## config.mk

```make
export PLATFORM = sky130hd
export DESIGN_NAME = hazard_ctrl
export DESIGN_NICKNAME = d
export VERILOG_FILES = /design/src/rtl/hazard_ctrl_pkg.sv /design/src/rtl/hazard_ctrl_detect.sv /design/src/rtl/hazard_ctrl.sv
export SDC_FILE = /design/constraint.sdc
export NUM_CORES = 1
export LEC_CHECK = 0
export CORE_UTILIZATION = 30
export CTS_CLUSTER_SIZE = 20
export DETAILED_ROUTE_END_ITERATION = 16
export SYNTH_ARGS = -nofsm -noshare
export SYNTH_HDL_FRONTEND = slang
export SYNTH_SLANG_ARGS = --single-unit
export TNS_END_PERCENT = 100
```

## constraint.sdc

```tcl
create_clock -name clk -period 1.9 [get_ports clk]
set_clock_uncertainty 0.1 [all_clocks]
set_input_delay 0.285 -clock clk [delete_from_list [all_inputs] [get_ports clk]]
set_output_delay 0.285 -clock clk [all_outputs]
set_load 0.005 [all_outputs]
```

## src/rtl/hazard_ctrl_pkg.sv

```systemverilog
// Shared pipeline package for the ID/EX/MEM control blocks.
// Holds the opcode constants the hazard logic decodes, the hazard FSM
// state encoding and a small register-compare helper.
package hazard_ctrl_pkg;

  localparam logic [4:0] OP_HALT = 5'b00000;
  localparam logic [4:0] OP_LD   = 5'b10001;
  localparam logic [4:0] OP_ST   = 5'b10000;
  localparam logic [4:0] OP_STU  = 5'b10011;

  typedef enum logic [1:0] {
    ST_RUN      = 2'd0,
    ST_MEM_WAIT = 2'd1,
    ST_DRAIN    = 2'd2,
    ST_HALTED   = 2'd3
  } state_t;

  // True when a qualified source register reads the given destination.
  function automatic logic reg_match(input logic       uses,
                                     input logic [2:0] src,
                                     input logic [2:0] dst);
    return uses && (src == dst);
  endfunction

endpackage

```

## src/rtl/hazard_ctrl_detect.sv

```systemverilog
// hazard_detect: purely combinational load-use detector.
// Ports:
//   ex_opcode, ex_rd          - instruction in EX and its destination
//   id_rs, id_rt              - source registers of the instruction in ID
//   id_uses_rs, id_uses_rt    - qualifiers saying the source is actually read
//   load_use                  - EX holds a load whose result ID needs now
module hazard_detect
  import hazard_ctrl_pkg::*;
(
  input  logic [4:0] ex_opcode,
  input  logic [2:0] ex_rd,
  input  logic [2:0] id_rs,
  input  logic [2:0] id_rt,
  input  logic       id_uses_rs,
  input  logic       id_uses_rt,
  output logic       load_use
);

  assign load_use = (ex_opcode == OP_LD) &&
                    (reg_match(id_uses_rs, id_rs, ex_rd) ||
                     reg_match(id_uses_rt, id_rt, ex_rd));

endmodule

```

## src/rtl/hazard_ctrl.sv

```systemverilog
// hazard_ctrl: pipeline hazard / stall / halt controller.
// Ports:
//   clk, rst                  - rising-edge clock, async active-low reset
//   id_*                      - ID-stage opcode, sources and qualifiers
//   ex_opcode, ex_rd          - EX-stage opcode and destination
//   ex_redirect               - taken branch/jump resolved in EX
//   mem_req, mem_done         - MEM-stage access and its completion
//   pc_write, ifid_write      - PC and IF/ID register enables
//   ifid_flush, idex_bubble   - IF/ID flush, ID/EX bubble insert
//   exmem_hold                - hold EX/MEM (memory access outstanding)
//   halt_done                 - pipeline frozen after HALT
//   stall_cnt                 - saturating count of stall cycles
//   state_dbg                 - current FSM state
//
// Memory handshake: mem_req marks an access in MEM; mem_done marks the
// cycle it completes. mem_req with mem_done in the same cycle costs
// nothing. mem_req without mem_done stalls the front end and holds
// EX/MEM until the cycle mem_done is seen; the hold drops the cycle after.
module hazard_ctrl
  import hazard_ctrl_pkg::*;
#(
  parameter int DRAIN_CYCLES = 2,
  parameter int CNT_W        = 16
) (
  input  logic             clk,
  input  logic             rst,
  input  logic [4:0]       id_opcode,
  input  logic [2:0]       id_rs,
  input  logic [2:0]       id_rt,
  input  logic             id_uses_rs,
  input  logic             id_uses_rt,
  input  logic [4:0]       ex_opcode,
  input  logic [2:0]       ex_rd,
  input  logic             ex_redirect,
  input  logic             mem_req,
  input  logic             mem_done,
  output logic             pc_write,
  output logic             ifid_write,
  output logic             ifid_flush,
  output logic             idex_bubble,
  output logic             exmem_hold,
  output logic             halt_done,
  output logic [CNT_W-1:0] stall_cnt,
  output state_t           state_dbg
);

  // Drain counter only needs to hold DRAIN_CYCLES-1 (DRAIN_CYCLES >= 1).
  localparam int          DW         = (DRAIN_CYCLES > 1) ? $clog2(DRAIN_CYCLES) : 1;
  localparam logic [DW-1:0] DRAIN_INIT = DW'(DRAIN_CYCLES - 1);

  state_t        state, state_n;
  logic [DW-1:0] drain_cnt, drain_n;
  logic          load_use;
  logic          mem_stall;

  // Register usage is already decoded into the id_uses_* qualifiers, so the
  // ID opcode itself carries no extra information here.
  logic unused_id_opcode;
  assign unused_id_opcode = ^id_opcode;

  hazard_detect u_detect (
    .ex_opcode  (ex_opcode),
    .ex_rd      (ex_rd),
    .id_rs      (id_rs),
    .id_rt      (id_rt),
    .id_uses_rs (id_uses_rs),
    .id_uses_rt (id_uses_rt),
    .load_use   (load_use)
  );

  assign mem_stall = mem_req && !mem_done;
  assign state_dbg = state;

  always_ff @(posedge clk or negedge rst) begin
    if (!rst) begin
      state     <= ST_RUN;
      drain_cnt <= '0;
    end else begin
      state     <= state_n;
      drain_cnt <= drain_n;
    end
  end

  always_comb begin
    state_n     = state;
    drain_n     = drain_cnt;
    pc_write    = 1'b1;
    ifid_write  = 1'b1;
    ifid_flush  = 1'b0;
    idex_bubble = 1'b0;
    exmem_hold  = 1'b0;
    halt_done   = 1'b0;

    case (state)
      ST_RUN: begin
        // Priority: memory stall > redirect > load-use > HALT.
        if (mem_stall) begin
          state_n    = ST_MEM_WAIT;
          pc_write   = 1'b0;
          ifid_write = 1'b0;
          exmem_hold = 1'b1;
        end else if (ex_redirect) begin
          ifid_flush  = 1'b1;
          idex_bubble = 1'b1;
        end else if (load_use) begin
          pc_write    = 1'b0;
          ifid_write  = 1'b0;
          idex_bubble = 1'b1;
        end else if (ex_opcode == OP_HALT) begin
          state_n     = ST_DRAIN;
          drain_n     = DRAIN_INIT;
          pc_write    = 1'b0;
          ifid_write  = 1'b0;
          ifid_flush  = 1'b1;
          idex_bubble = 1'b1;
        end
      end

      // EX is frozen here, so redirects and hazards wait for RUN.
      ST_MEM_WAIT: begin
        pc_write   = 1'b0;
        ifid_write = 1'b0;
        exmem_hold = 1'b1;
        if (mem_done) state_n = ST_RUN;
      end

      ST_DRAIN: begin
        pc_write    = 1'b0;
        ifid_write  = 1'b0;
        ifid_flush  = 1'b1;
        idex_bubble = 1'b1;
        // An outstanding access freezes the drain count.
        if (mem_stall) begin
          exmem_hold = 1'b1;
        end else if (drain_cnt == '0) begin
          state_n = ST_HALTED;
        end else begin
          drain_n = drain_cnt - DW'(1);
        end
      end

      ST_HALTED: begin
        pc_write    = 1'b0;
        ifid_write  = 1'b0;
        exmem_hold  = 1'b1;
        idex_bubble = 1'b1;
        halt_done   = 1'b1;
      end

      default: state_n = ST_RUN;
    endcase

    // Reset values are driven straight from rst, independent of clk.
    if (!rst) begin
      pc_write    = 1'b0;
      ifid_write  = 1'b0;
      ifid_flush  = 1'b1;
      idex_bubble = 1'b1;
      exmem_hold  = 1'b0;
      halt_done   = 1'b0;
    end
  end

  // Saturating stall counter; the frozen HALTED state is not a stall.
  always_ff @(posedge clk or negedge rst) begin
    if (!rst) begin
      stall_cnt <= '0;
    end else if (!pc_write && (state != ST_HALTED) && (stall_cnt != '1)) begin
      stall_cnt <= stall_cnt + CNT_W'(1);
    end
  end

endmodule

```

==> metrics.md, run 1 <==
| Metric | Value |
|---|---|
| Layout overhead on the synthesized area | `82.66%` |
| Worst EP arrival | `1.99 ns` |
| EDFF count, synth | `0` |
| Net count, final | `254` |
| Via Count | `1404` |
| Die boundary width | `67.80 µm` |
| Synth Instances | `129` |
| Share of the synthesized netlist area taken by xor and xnor gates | `0.1349` |
| Initial standard-cell utilization of the core | `0.3178` |
| Wire length of the first global-routing pass | `6555 µm` |
| Worst-Skew Late Latency | `0.26 ns` |
| Final setup margin | `-0.03978 ns` |
| Number of iterations in the first detailed-routing pass | `4` |
| Count of boundary I/O pins | `50` |
| Required time at the endpoint of the critical path | `1.95 ns` |
| Outcome | `finished, violations left` |
| Final count of pins violating max slew | `0` |
| Maximum clock path buffer count | `2` |
| Worst Path Max Fanout | `4` |
| Drc violations | `0` |
| Average cell area after synthesis | `10.07 µm²` |
| Critical Path End Type | `flip-flop` |
| Startpoint class of the critical path | `primary input` |
| Proportion of synthesized chip area in sequential cells | `0.3661` |
| Final-report hold violation count | `0` |
| Combined global-route utilization of all metal layers | `0.1899` |
| Number of I/O port buffers | `44` |
| Main combinational cell family by area after synthesis | `compound AO/OA/AOI/OAI gates` |
| Time the worst path needs with I/O delays and setup | `1.940 ns` |
| Number of nets with antenna violations after routing | `0` |
| Clock transition at the registers of the reported paths | `0.08 ns` |
| Via density per instance | `5.200` |
| End-of-flow core utilization | `0.5805` |
| Sink count of the clock tree | `19` |
| Clock root cell | `sky130_fd_sc_hd__clkbuf_8` |
| Mean routed wirelength per cell | `15.12 µm` |
| Synthesized-area fraction occupied by ao, oa, aoi and oai cells | `0.2100` |
| Max VDD drop | `0.0003136 V` |
| Async set-reset flop share out of synthesis | `1.000` |
| Synth Cell Area | `1299 µm²` |
| Most instantiated flip-flop cell in the synthesis netlist | `sky130_fd_sc_hd__dfrtp_1` |
| Pin count of the biggest net entering global routing | `19` |
| Actual slew at the worst max-slew pin | `0.3438 ns` |
| Final wirelength | `4082 µm` |
| Number of maximum-capacitance constraint violations | `0` |
| Netlist cell types | `35` |
| Post-synthesis share of cell area spent on full adders, half adders and majority gates | `0.06744` |
| Setup repair after global routing missed its margin | `yes` |
| Syn_nets | `162` |
| Achievable Freq | `0.5155 GHz` |
| Number of global-route vias before repair | `1395` |
| Hold WC Path Type | `in2async` |
| Synth area leader | `sky130_fd_sc_hd__dfrtp_1` |
| Height of the die | `67.80 µm` |
| CTS tree | `done` |
| Flop and latch count out of synthesis | `19` |
| Routability Congestion | `0.8507` |
| Portion of netlist area occupied by mux cells | `0.01156` |
| Largest cells by area after synthesis | `sky130_fd_sc_hd__dfrtp_1 (37%), sky130_fd_sc_hd__xnor2_1 (13%), sky130_fd_sc_hd__ha_1 (6.7%)` |
| Leakage | `0.001024 µW` |
| Total power | `802.1 µW` |
| Post-synthesis share of cell area spent on and, or, nand and nor gates | `0.1782` |
| Site row count | `23` |
| Overflow left after global routing | `0` |
| Fraction of final layout cells sized beyond drive strength 1 | `0.4591` |
| Antenna violations before repair | `0` |
| Power per Cell Area | `338.1 nW/µm²` |
| Number of H-tree levels | `1` |
| Final-report setup violation count | `3` |
| Number of DRC markers in iteration 0 | `45` |
| Detailed-placement wirelength estimate | `2772 µm` |
| Full die area | `4596 µm²` |
| Violated checks | `setup timing` |
| Share of the synthesized area in the top cell type | `0.3661` |
| Antenna diode count | `0` |
| Worst setup path class | `in2reg` |
| Worst slew slack as a fraction of its limit | `0.7708` |
| Hold buffers post-CTS | `0` |
| Floorplan core area | `4086 µm²` |
| Synthesis Warnings | `0` |
| Final worst-path cycle share | `1.021` |
| Total clock buffers created by CTS | `3` |
==> per-layer routing <==
metal	vias up	part of all wire	GRT usage
li1	664	-	-
met1	686	0.42	0.2297
met2	52	0.51	0.3515
met3	2	0.069	0.03041
met4	0	0.0051	0.03385
met5	-	0	0
==> placed cells by master (no fill, tap or decap), types with 3 or more instances in the layout <==
cell type	netlist	final
sky130_fd_sc_hd__xnor2_2	0	4
sky130_fd_sc_hd__o211ai_1	8	8
sky130_fd_sc_hd__a21oi_1	3	3
sky130_fd_sc_hd__buf_2	0	10
sky130_fd_sc_hd__clkdlybuf4s50_1	0	19
sky130_fd_sc_hd__nor2_1	7	6
sky130_fd_sc_hd__dlygate4sd2_1	0	6
sky130_fd_sc_hd__nand4_1	4	4
sky130_fd_sc_hd__dfrtp_1	19	17
sky130_fd_sc_hd__and3_1	7	6
sky130_fd_sc_hd__clkbuf_2	0	4
sky130_fd_sc_hd__o2111ai_4	0	4
sky130_fd_sc_hd__ha_1	7	3
sky130_fd_sc_hd__nand2_1	7	5
sky130_fd_sc_hd__xnor2_1	20	16
sky130_fd_sc_hd__buf_4	1	35
sky130_fd_sc_hd__clkbuf_8	0	3
sky130_fd_sc_hd__and4_1	3	3
sky130_fd_sc_hd__buf_6	2	10
sky130_fd_sc_hd__o21ai_0	6	4
==> state kept, by name (all words and copies together) (netlist names) <==
name       cells
state_dbg      2
stall_cnt     16
drain_cnt      1
==> synth_stat cells (2+ instances only) <==
master,number
sky130_fd_sc_hd__a21boi_0,3
sky130_fd_sc_hd__nor2_1,7
sky130_fd_sc_hd__ha_1,7
sky130_fd_sc_hd__inv_1,3
sky130_fd_sc_hd__a21oi_1,3
sky130_fd_sc_hd__and3_1,7
sky130_fd_sc_hd__nand4_1,4
sky130_fd_sc_hd__buf_6,2
sky130_fd_sc_hd__dfrtp_1,19
sky130_fd_sc_hd__nand3_1,2
sky130_fd_sc_hd__o21bai_1,2
sky130_fd_sc_hd__and4_1,3
sky130_fd_sc_hd__nand2b_1,2
sky130_fd_sc_hd__xnor2_1,20
sky130_fd_sc_hd__and2_1,2
sky130_fd_sc_hd__o2111ai_1,4
sky130_fd_sc_hd__nand2_1,7
sky130_fd_sc_hd__nor3_1,3
sky130_fd_sc_hd__o211ai_1,8
sky130_fd_sc_hd__o21ai_0,6
==> logic make-up after synthesis <==
logic type,after synthesis
AND/OR/NAND/NOR,41
flip-flops,19
buffers and inverters,6
XOR/XNOR,20
adder cells (fa/ha/maj),7
AO/OA/AOI/OAI,35
multiplexers,1
==> timing repair <==
item	in CTS	in global routing
gates cloned	2	0
pin swaps	26	23
endpoints found under the setup margin	25	22
resized for setup	103	22
hold endpoints to repair	0	0
buffers inserted	12	7
==> worst max-delay path: stages <==
cell and delay [ns]:
sky130_fd_sc_hd__buf_6 0.09, sky130_fd_sc_hd__or3_4 0.39, sky130_fd_sc_hd__or4_4 0.46, sky130_fd_sc_hd__a21oi_4 0.26, sky130_fd_sc_hd__buf_6 0.15, sky130_fd_sc_hd__o21ai_4 0.06, sky130_fd_sc_hd__mux2_4 0.30
==> power by group <==
part           switching, µW  total [µW]  internal [µW]
clock network            145         291            146
registers                  0         404            404
logic                   47.4         107           59.8
total                    192         802            610
==> metrics by stage <==
stage	setup slack [ns]	instances	cell area, µm²	hold slack [ns]	setup TNS, ns
after floorplan	-0.04742	129	1315	-0.1106	-0.2837
after global placement	-0.8349	249	2031	0.3805	-11.60
after detailed placement	-0.9255	249	2031	0.3851	-12.52
after CTS	-0.04416	266	2332	0.06833	-0.2975
after global routing	-0.1067	270	2372	0.1029	-0.7776
final	-0.03978	270	2372	0.08995	-0.07432
==> final timing paths <==
kind	start	to	slack, ns	cells after the start
worst max-delay path	ex_opcode[2]	stall_cnt[1]	-0.04	7
worst min-delay path	rst	drain_cnt	0.09	2
worst max register to register	state_dbg[1]	stall_cnt[1]	0	8
worst min register to register	stall_cnt[15]	stall_cnt[15]	0.39	1
max in group asynchronous	rst	stall_cnt[0]	1.31	2
min in group clk	stall_cnt[15]	stall_cnt[15]	0.39	1
==> final cells by class <==
class / instances / area, µm²
fillers: 343 / 1714
multi-input cells: 104 / 989.7
repair buffers: 90 / 784.5
flip-flops and latches: 19 / 478.0
well taps: 50 / 62.56
clock buffers: 3 / 41.29
inverters: 3 / 11.26
clock inverters: 1 / 5.005
(Power assumes the default switching activity.)
==> inputs of run 2 (changes only) <==
Settings changed: CTS_BUF_LIST from default to sky130_fd_sc_hd__clkbuf_4, DONT_BUFFER_PORTS from default to 1.
==> run 2 against run 1 <==
  * The flow now finishes without violations
  * Cell count is 23% lower
  * Critical path depth is 2 lower
  * Sequential power barely moved
  * Global-route usage down 4.8 points
  * Die area is the same
  * Count of clock-buffer cells in the layout grew 1
==> metrics.md, run 2 (synthesis results as in run 1) <==
| Metric | Value |
|---|---|
| Number of I/O port buffers | `0` |
| Worst flop-to-flop path endpoint | `state_dbg[1]` |
| Net count, final | `193` |
| Final count of pins violating max slew | `0` |
| Worst-case reg-to-reg path depth | `9` |
| Power per Cell Area | `370.6 nW/µm²` |
| Via density per instance | `5.612` |
| Mean routed wirelength per cell | `16.01 µm` |
| Combined global-route utilization of all metal layers | `0.1422` |
| Initial standard-cell utilization of the core | `0.3178` |
| Max layer used | `met4` |
| Drc violations | `0` |
| Leading cell type in the layout, fill and taps excluded | `sky130_fd_sc_hd__xnor2_1` |
| Detail Route met2 WL | `1751 µm` |
| Antenna diode count | `0` |
| Finished Layout Cells | `209` |
| Final Instance Area | `1807 µm²` |
| Total negative slack for setup checks | `0 ns` |
| Cell count after placement | `194` |
| M1 WL | `1302 µm` |
| Number of global-route vias before repair | `1158` |
| Number of maximum-capacitance constraint violations | `0` |
| Most frequent cells in the layout | `sky130_fd_sc_hd__xnor2_1 (20), sky130_fd_sc_hd__dfrtp_1 (19), sky130_fd_sc_hd__buf_4 (19), sky130_fd_sc_hd__o211ai_1 (8)` |
| Number of DRC markers in iteration 0 | `36` |
| Number of H-tree levels | `1` |
| Setup repair after global routing missed its margin | `yes` |
| Hold WC Path Type | `in2reg` |
| Achievable Freq | `0.5335 GHz` |
| Leakage | `0.0007255 µW` |
| Final worst-path cycle share | `0.9866` |
| Outcome | `complete, no violations` |
| Register name with the most flops | `stall_cnt` |
| Number of nets with antenna violations after routing | `0` |
| Clock root cell | `sky130_fd_sc_hd__clkbuf_4` |
| Fraction of final layout cells sized beyond drive strength 1 | `0.3648` |
| Hold Crit Start | `mem_done` |
| Layout overhead on the synthesized area | `39.11%` |
| Number of iterations in the first detailed-routing pass | `4` |
| Die boundary width | `67.80 µm` |
| Clock transition at the registers of the reported paths | `0.11 ns` |
| Maximum clock path buffer count | `2` |
| Critical Path End Type | `output port` |
| Site row count | `23` |
| Total length of routed met3 wires | `235 µm` |
| Wire length of the first global-routing pass | `4954 µm` |
| CTS tree | `done` |
| Final-report setup violation count | `0` |
| Max VDD drop | `0.0002697 V` |
| Required time at the endpoint of the critical path | `1.51 ns` |
| Final-report hold violation count | `0` |
| Flip-flop count of the largest register after layout | `16` |
| Overflow left after global routing | `0` |
| Detailed-placement wirelength estimate | `2226 µm` |
| Total clock buffers created by CTS | `3` |
| Startpoint class of the critical path | `flip-flop` |
| Sink count of the clock tree | `19` |
| Routability Congestion | `0.8327` |
| Antenna violations before repair | `0` |
| Worst-Skew Late Latency | `0.30 ns` |
| Count of boundary I/O pins | `50` |
| Full die area | `4596 µm²` |
| Worst Path Max Fanout | `4` |
| Critical Path Sink | `idex_bubble` |
| Worst setup path class | `reg2out` |
| Height of the die | `67.80 µm` |
| Via Count | `1173` |
| Cell area after placement | `1508 µm²` |
| Flop-to-flop setup slack | `0.04 ns` |
| Time the worst path needs with I/O delays and setup | `1.875 ns` |
| Worst R2R Start | `state_dbg[0]` |
| Worst slew slack as a fraction of its limit | `0.4066` |
| Worst setup startpoint | `state_dbg[0]` |
| Pin count of the biggest net entering global routing | `20` |
| Actual slew at the worst max-slew pin | `0.8872 ns` |
| Worst EP arrival | `1.49 ns` |
| Final wirelength | `3346 µm` |
| Floorplan core area | `4086 µm²` |
==> run 2: area by class of cell <==
type	count	area, µm²
Fill cell	392	2280
Multi-Input combinational cell	104	942.2
Sequential cell	19	475.5
Timing Repair Buffer	29	285.3
Tap cell	50	62.56
Clock buffer	4	30.03
Inverter	3	11.26
==> run 2: through the flow <==
| stage | power, µW | util | hold slack [ns] | setup slack [ns] |
|---|---|---|---|---|
| 2_1_floorplan | 437.2 | - | -0.1106 | -0.04742 |
| 3_3_place_gp | 442.0 | 0.3690 | -0.1096 | -0.1030 |
| 3_5_place_dp | 443.0 | 0.3690 | -0.1097 | -0.1290 |
| 4_1_cts | 677.3 | 0.3938 | 0.2649 | -0.006393 |
| 5_1_grt | 699.4 | 0.4421 | 0.2828 | -0.04640 |
| 6_report | 669.6 | 0.4421 | 0.2848 | 0.02545 |
==> run 2: worst min-delay path by stage <==
stage / end / depth (start not counted)
2_1_floorplan: drain_cnt / 0
5_1_grt: state_dbg[0] / 4
3_5_place_dp: stall_cnt[1] / 0
3_3_place_gp: stall_cnt[1] / 0
4_1_cts: stall_cnt[4] / 4
6_report: state_dbg[0] / 4
==> run 2: worst max-delay path: stages, from the launching register on <==
cell and delay [ns]:
sky130_fd_sc_hd__dfrtp_1 0.42, sky130_fd_sc_hd__buf_4 0.16, sky130_fd_sc_hd__ha_2 0.21, sky130_fd_sc_hd__o21bai_4 0.17, sky130_fd_sc_hd__o311ai_2 0.07, sky130_fd_sc_hd__buf_4 0.15
==> run 2: what timing repair did <==
action / 4_1_cts / 5_1_grt
gates resized for setup: 12 / 25
endpoints found under the setup margin: 1 / 14
pin swaps: 3 / 11
hold buffers: 1 / 0
setup buffers: 3 / 7
endpoints found under the hold margin: 19 / 0
==> run 2: per-layer routing <==
metal  up-vias  track usage
met3         7      0.03885
met1       572       0.1525
met2        50       0.2550
met4         0      0.06771
li1        544            -
met5         -            0
==> run 2: report_power, final <==
| part | total [µW] | switching, µW | internal [µW] |
|---|---|---|---|
| sequential | 404 | 0 | 404 |
| combinational | 43.2 | 23.2 | 20.0 |
| clock | 222 | 126 | 96.2 |
| total | 670 | 149 | 520 |
